**src/rtl/comparator_stream_if.sv**
```systemverilog
// Stream interface for comparator_stream: sample/reference/mode inputs,
// synchronous clear, and the registered match/run/hit/state outputs.
interface comparator_stream_if #(
  parameter int WIDTH = 8,
  parameter int CNT_W = 8
);
  logic             clear;
  logic             in_valid;
  logic [WIDTH-1:0] in;
  logic [WIDTH-1:0] ref_val;
  logic [1:0]       mode;
  logic [CNT_W-1:0] threshold;

  logic             out_valid;
  logic             out;
  logic [CNT_W-1:0] run_cnt;
  logic             hit;
  logic [1:0]       state;

  // Stimulus side: drives samples and configuration, observes results.
  modport master (
    output clear, in_valid, in, ref_val, mode, threshold,
    input  out_valid, out, run_cnt, hit, state
  );

  // Comparator side.
  modport slave (
    input  clear, in_valid, in, ref_val, mode, threshold,
    output out_valid, out, run_cnt, hit, state
  );
endinterface

```
**src/rtl/comparator_stream.sv**
```systemverilog
// comparator_stream: registered zero/limit watchdog. Compares each accepted
// sample against zero or ref_val (eq/gt/lt, unsigned), counts consecutive
// matches in a saturating run counter and locks (hit=1) once the run reaches
// a programmable threshold (threshold=0 disables the lock).
// Optional build macro CMP_STREAM_STICKY_EN: when defined, LOCK is left only
// via clear or reset; otherwise an accepted mismatch drops LOCK to IDLE.
module comparator_stream #(
  parameter int WIDTH = 8,
  parameter int CNT_W = 8
) (
  input logic                clk,
  input logic                rst_n,
  comparator_stream_if.slave bus
);

  typedef enum logic [1:0] {
    IDLE = 2'b00,
    RUN  = 2'b01,
    LOCK = 2'b10
  } state_t;

  localparam logic [CNT_W-1:0] CNT_MAX = '1;

  state_t           state_q, state_d;
  logic [CNT_W-1:0] cnt_q, cnt_d, cnt_next;
  logic             out_q, out_d;
  logic             out_valid_q, out_valid_d;
  logic             match;
  logic             hit_cond;

  // Compare the current sample according to mode (all compares unsigned).
  always_comb begin
    // NOTE: every always_comb output gets a default first so no path leaves it
    // unassigned; an unassigned path would infer a latch.
    match = 1'b0;
    case (bus.mode)
      2'b00: match = (bus.in == '0);
      2'b01: match = (bus.in == bus.ref_val);
      2'b10: match = (bus.in >  bus.ref_val);
      2'b11: match = (bus.in <  bus.ref_val);
    endcase
  end

  // Run length after this sample (saturating) and the lock condition on it.
  always_comb begin
    cnt_next = '0;
    if (match) begin
      cnt_next = (cnt_q == CNT_MAX) ? cnt_q : cnt_q + 1'b1;
    end
    hit_cond = (bus.threshold != '0) && (cnt_next >= bus.threshold);
  end

  // Next-state and next-output decode; clear outranks an accepted sample.
  always_comb begin
    state_d     = state_q;
    cnt_d       = cnt_q;
    out_d       = out_q;
    out_valid_d = 1'b0;

    if (bus.clear) begin
      state_d = IDLE;
      cnt_d   = '0;
      out_d   = 1'b0;
    end else if (bus.in_valid) begin
      out_valid_d = 1'b1;
      out_d       = match;
      cnt_d       = cnt_next;
      case (state_q)
        IDLE: begin
          if (match) state_d = hit_cond ? LOCK : RUN;
        end
        RUN: begin
          if (!match)        state_d = IDLE;
          else if (hit_cond) state_d = LOCK;
        end
        LOCK: begin
`ifdef CMP_STREAM_STICKY_EN
          // Sticky lock: a mismatch restarts the run but keeps hit asserted.
          state_d = LOCK;
`else
          if (!match) state_d = IDLE;
`endif
        end
        default: state_d = IDLE;
      endcase
    end
  end

  // State and result registers.
  always_ff @(posedge clk or negedge rst_n) begin
    if (!rst_n) begin
      state_q     <= IDLE;
      cnt_q       <= '0;
      out_q       <= 1'b0;
      out_valid_q <= 1'b0;
    end else begin
      // NOTE: sequential state uses non-blocking assignments so every register
      // samples pre-edge values regardless of statement order.
      state_q     <= state_d;
      cnt_q       <= cnt_d;
      out_q       <= out_d;
      out_valid_q <= out_valid_d;
    end
  end

  assign bus.out_valid = out_valid_q;
  assign bus.out       = out_q;
  assign bus.run_cnt   = cnt_q;
  assign bus.hit       = (state_q == LOCK);
  assign bus.state     = state_q;

endmodule
```
**src/flat_wrapper.sv**
```systemverilog
// flat-port wrapper written by rule: the top's interface ports become plain ports
module comparator_stream_flat 
#(
  parameter int WIDTH = 8,
  parameter int CNT_W = 8
)
  (clk, rst_n, bus_clear, bus_in_valid, bus_in, bus_ref_val, bus_mode, bus_threshold, bus_out_valid, bus_out, bus_run_cnt, bus_hit, bus_state);
  comparator_stream_if #(.WIDTH(WIDTH), .CNT_W(CNT_W)) bus_i ();
  input logic clk;
  input logic rst_n;
  input wire logic [$bits(bus_i.clear)-1:0] bus_clear;
  input wire logic [$bits(bus_i.in_valid)-1:0] bus_in_valid;
  input wire logic [$bits(bus_i.in)-1:0] bus_in;
  input wire logic [$bits(bus_i.ref_val)-1:0] bus_ref_val;
  input wire logic [$bits(bus_i.mode)-1:0] bus_mode;
  input wire logic [$bits(bus_i.threshold)-1:0] bus_threshold;
  output wire logic [$bits(bus_i.out_valid)-1:0] bus_out_valid;
  output wire logic [$bits(bus_i.out)-1:0] bus_out;
  output wire logic [$bits(bus_i.run_cnt)-1:0] bus_run_cnt;
  output wire logic [$bits(bus_i.hit)-1:0] bus_hit;
  output wire logic [$bits(bus_i.state)-1:0] bus_state;
  assign bus_i.clear = bus_clear;
  assign bus_i.in_valid = bus_in_valid;
  assign bus_i.in = bus_in;
  assign bus_i.ref_val = bus_ref_val;
  assign bus_i.mode = bus_mode;
  assign bus_i.threshold = bus_threshold;
  assign bus_out_valid = bus_i.out_valid;
  assign bus_out = bus_i.out;
  assign bus_run_cnt = bus_i.run_cnt;
  assign bus_hit = bus_i.hit;
  assign bus_state = bus_i.state;
  comparator_stream #(.WIDTH(WIDTH), .CNT_W(CNT_W)) u_core (.clk(clk), .rst_n(rst_n), .bus(bus_i));
endmodule
```
**config.mk**
```make
export PLATFORM = sky130hd
export DESIGN_NAME = comparator_stream_flat
export DESIGN_NICKNAME = d
export VERILOG_FILES = /design/src/rtl/comparator_stream_if.sv /design/src/rtl/comparator_stream.sv /design/src/flat_wrapper.sv
export SDC_FILE = /design/constraint.sdc
export NUM_CORES = 1
export LEC_CHECK = 0
export CAP_MARGIN = 20
export CORE_MARGIN = 3
export CORE_UTILIZATION = 28
export CTS_BUF_LIST = sky130_fd_sc_hd__clkbuf_16
export CTS_CLUSTER_SIZE = 10
export DETAILED_ROUTE_END_ITERATION = 8
export PLACE_DENSITY = 0.64
export SLEW_MARGIN = 10
export SYNTH_ARGS = -nofsm -noshare
export SYNTH_HDL_FRONTEND = slang
export SYNTH_SLANG_ARGS = --single-unit
```
**constraint.sdc**
```tcl
create_clock -name clk -period 2.7 [get_ports clk]
set_clock_uncertainty 0.05 [all_clocks]
set_input_delay 0.54 -clock clk [delete_from_list [all_inputs] [get_ports clk]]
set_output_delay 0.54 -clock clk [all_outputs]
set_load 0.02 [all_outputs]
```
==> impl_metrics.yaml <==
critical_path:
  critPathSlowestCell: "a211o_1"
  cp-end-kind: "register"
  crit_arrival_ps: 3250
  cp_top_family: "compound AO/OA/AOI/OAI gates"
  max_stage_delay_ps: 300
  cp-start-kind: "input port"
  path_cells: "buf_8, inv_12, ha_4, nor2b_1, o211ai_1, a21o_1, buf_6, a21oi_4, o22ai_2, nor2_1, ha_1, a21o_1, a211o_1, a31o_2, o311ai_4, o211ai_1, a21oi_1"
  crit_buf_inv: 3
  worstPathRequired_ps: 2810
  crit_type: "input port to register"
  path_max_fanout: 5
routing:
  drt_first_pass_iters: 4
  wl_per_cell_microns: 13.6
  postRouteAntennaNets: 0
  vias: 1419
  dr.first_iter.drc_count: 98
  viasPerCell: 4.93
  drt_wl_total_microns: 3930
  drc_errors: 0
power:
  peakVddDrop_mv: 0.167
  p_leak_nw: 1.02
  power_density_mw_per_mm2: 297
synth:
  synth_seq_cells: 12
  async_flop_share: 1.00
  ys.flop_type: "dfrtp_1"
  netlist_instances: 158
  syn_nets: 205
  yosysUniqueCellTypes: 39
  synth-seq-area-share: 0.233
  yosysWarningCount: 0
  synth.avg_cell_area_sq_um: 8.17
  synth_edf_count: 0
  netlist_area_sq_mm: 0.00129
sta:
  report.final.slew_viol_count: 0
  fmax_ghz: 0.318
  min_period_ps: 3150
  slew_headroom: 0.610
  rsz0062_at_grt: "true"
  tightest_slew_ps: 583
  setup-violations-final: 2
  period_share: 1.17
  setup_ws_ps: -448
  final-hold-violation-count: 0
job:
  maxCapViolCount: 0
clock_tree:
  clkTransAtPathRegs_ps: 50
  cts_hold_repair.buffers: 0
  cts.sinks: 12
  htreeDepth: 1
  cts_buffers: 3
  max-clock-path-buffers: 2
  worstSkewPairLatency_ps: 240
  cts-root-buf: "clkbuf_16"
  cts_tree: "yes"
global_routing:
  grt_use_met3: 0.0287
  gr-usage-all-layers: 0.155
  grtUsageMet2: 0.253
  grt_overflow: 0
  busiest_layer: "met2"
  grt_max_degree: 13
  grt_pass1_vias: 1410
  antenna_found_initial: 0
  grt_pass1_wl_microns: 6470
  grt_use_met1: 0.207
die:
  die_h_microns: 73.9
  start_util: 0.293
  die_area_sq_mm: 0.00546
  core_area_sq_mm: 0.00441
  fp-row-count: 24
  ios: 43
  chipWidth_microns: 73.9
cells_and_area:
  final_cell_mix: "buf_4 (34), clkdlybuf4s50_1 (25), nor2_1 (13), a21oi_1 (12), dfrtp_1 (12)"
  syn_to_final_growth_pct: 76.9
  multi_input_area_sq_mm: 0.00107
  regArea_sq_um: 300
  nets: 285
  fillers: 413
  antennaDiodeCount: 0
  final_common_cell: "buf_4"
  stdcell_count: 288
  layout-drive-gt1-share: 0.373
placed_design:
  placed_cells: 276
  dp_hpwl_microns: 2980
  gp_congestion: 0.843
  place.port_buffers: 42
  pre_cts_ws_ps: -1220
outcome:
  status: "finished with violations"
  violations: "negative setup slack"
min_path:
  hold_path.class: "register to register"
-- synth_stat cells, drive strengths merged, types with 5 or more instances --
cell type	instances	area (sq um)
a211oi	5	47.5
dfrtp	12	300
o21ai	5	25.0
a21oi	14	73.8
nand2b	7	43.8
nor2	16	60.1
ha	17	213
nor2b	6	37.5
inv	17	63.8
o22ai	7	43.8
nand2	7	26.3
-- report_power, final --
group	total, W	internal (W)	switching [W]
sequential	0.000186	0.000184	0.00000219
clock	0.000272	0.000193	0.0000786
combinational	0.000221	0.000123	0.0000981
total	0.000679	0.000500	0.000179
-- final cells by class --
class	instances	share of cell area
Inverter	17	0.0345
Tap cell	52	0.0285
Timing Repair Buffer	80	0.304
Clock buffer	3	0.0329
Sequential cell	12	0.131
Multi-Input combinational cell	124	0.469
-- worst paths after layout --
path	from	end	slack, ps	cells after the start
worst max-delay path	bus_ref_val[1]	u_core.bus.state[0]$_DFFE_PN0P_	-450	17
worst min-delay path	u_core.bus.state[0]$_DFFE_PN0P_	u_core.bus.state[0]$_DFFE_PN0P_	550	2
worst max register to register	u_core.bus.run_cnt[0]$_DFFE_PN0N_	u_core.bus.state[0]$_DFFE_PN0P_	-50	13
worst min register to register	u_core.bus.state[0]$_DFFE_PN0P_	u_core.bus.state[0]$_DFFE_PN0P_	550	2
max in group asynchronous	rst_n	u_core.bus.run_cnt[0]$_DFFE_PN0N_	1590	1
min in group asynchronous	rst_n	u_core.bus.run_cnt[3]$_DFFE_PN0N_	620	1
-- timing repair --
action,in CTS,in global routing
resized for setup,75,18
setup endpoints to repair,2,2
pin swaps,26,19
setup buffers,7,2
-- cells by family after synthesis --
family,Yosys count,share of synthesized area
XOR/XNOR,2,0.0136
adder cells (fa/ha/maj),17,0.165
flip-flops,12,0.233
AND/OR/NAND/NOR,60,0.255
AO/OA/AOI/OAI,45,0.262
buffers and inverters,22,0.0727
-- sequential cells by signal, summed over array words and instances, names as in the netlist --
register              flops
u_core.bus.run_cnt        8
u_core.bus.out            1
u_core.bus.out_valid      1
u_core.bus.state          2
-- worst reg2reg max path: stages, from the launching register on --
cell      delay [ps]
dfrtp_1          370
ha_1             200
and2_1           170
a41oi_2          220
and3_1           220
xnor2_1          140
nor2_2            70
ha_2             180
a21o_1           140
a211o_1          300
a31o_2           250
o311ai_4          80
o211ai_1         130
a21oi_1          140
-- through the flow --
step	instance area (sq um)	hold slack, ps	TNS (ps)	total power (W)	utilization
after floorplan	1360	194	-695	0.000272	-
after global routing	2280	573	-1110	0.000717	0.518
after detailed placement	2030	538	-4110	0.000371	0.461
after global placement	2030	516	-3570	0.000368	0.461
after CTS	2250	549	-985	0.000677	0.510
final	2280	548	-868	0.000679	0.518
-- routing by layer --
layer,vias to the layer above,part of all wire
li1,733,-
met1,656,0.47
met2,26,0.48
met3,4,0.036
met4,0,0.011
met5,-,0
(Power assumes the default switching activity.)
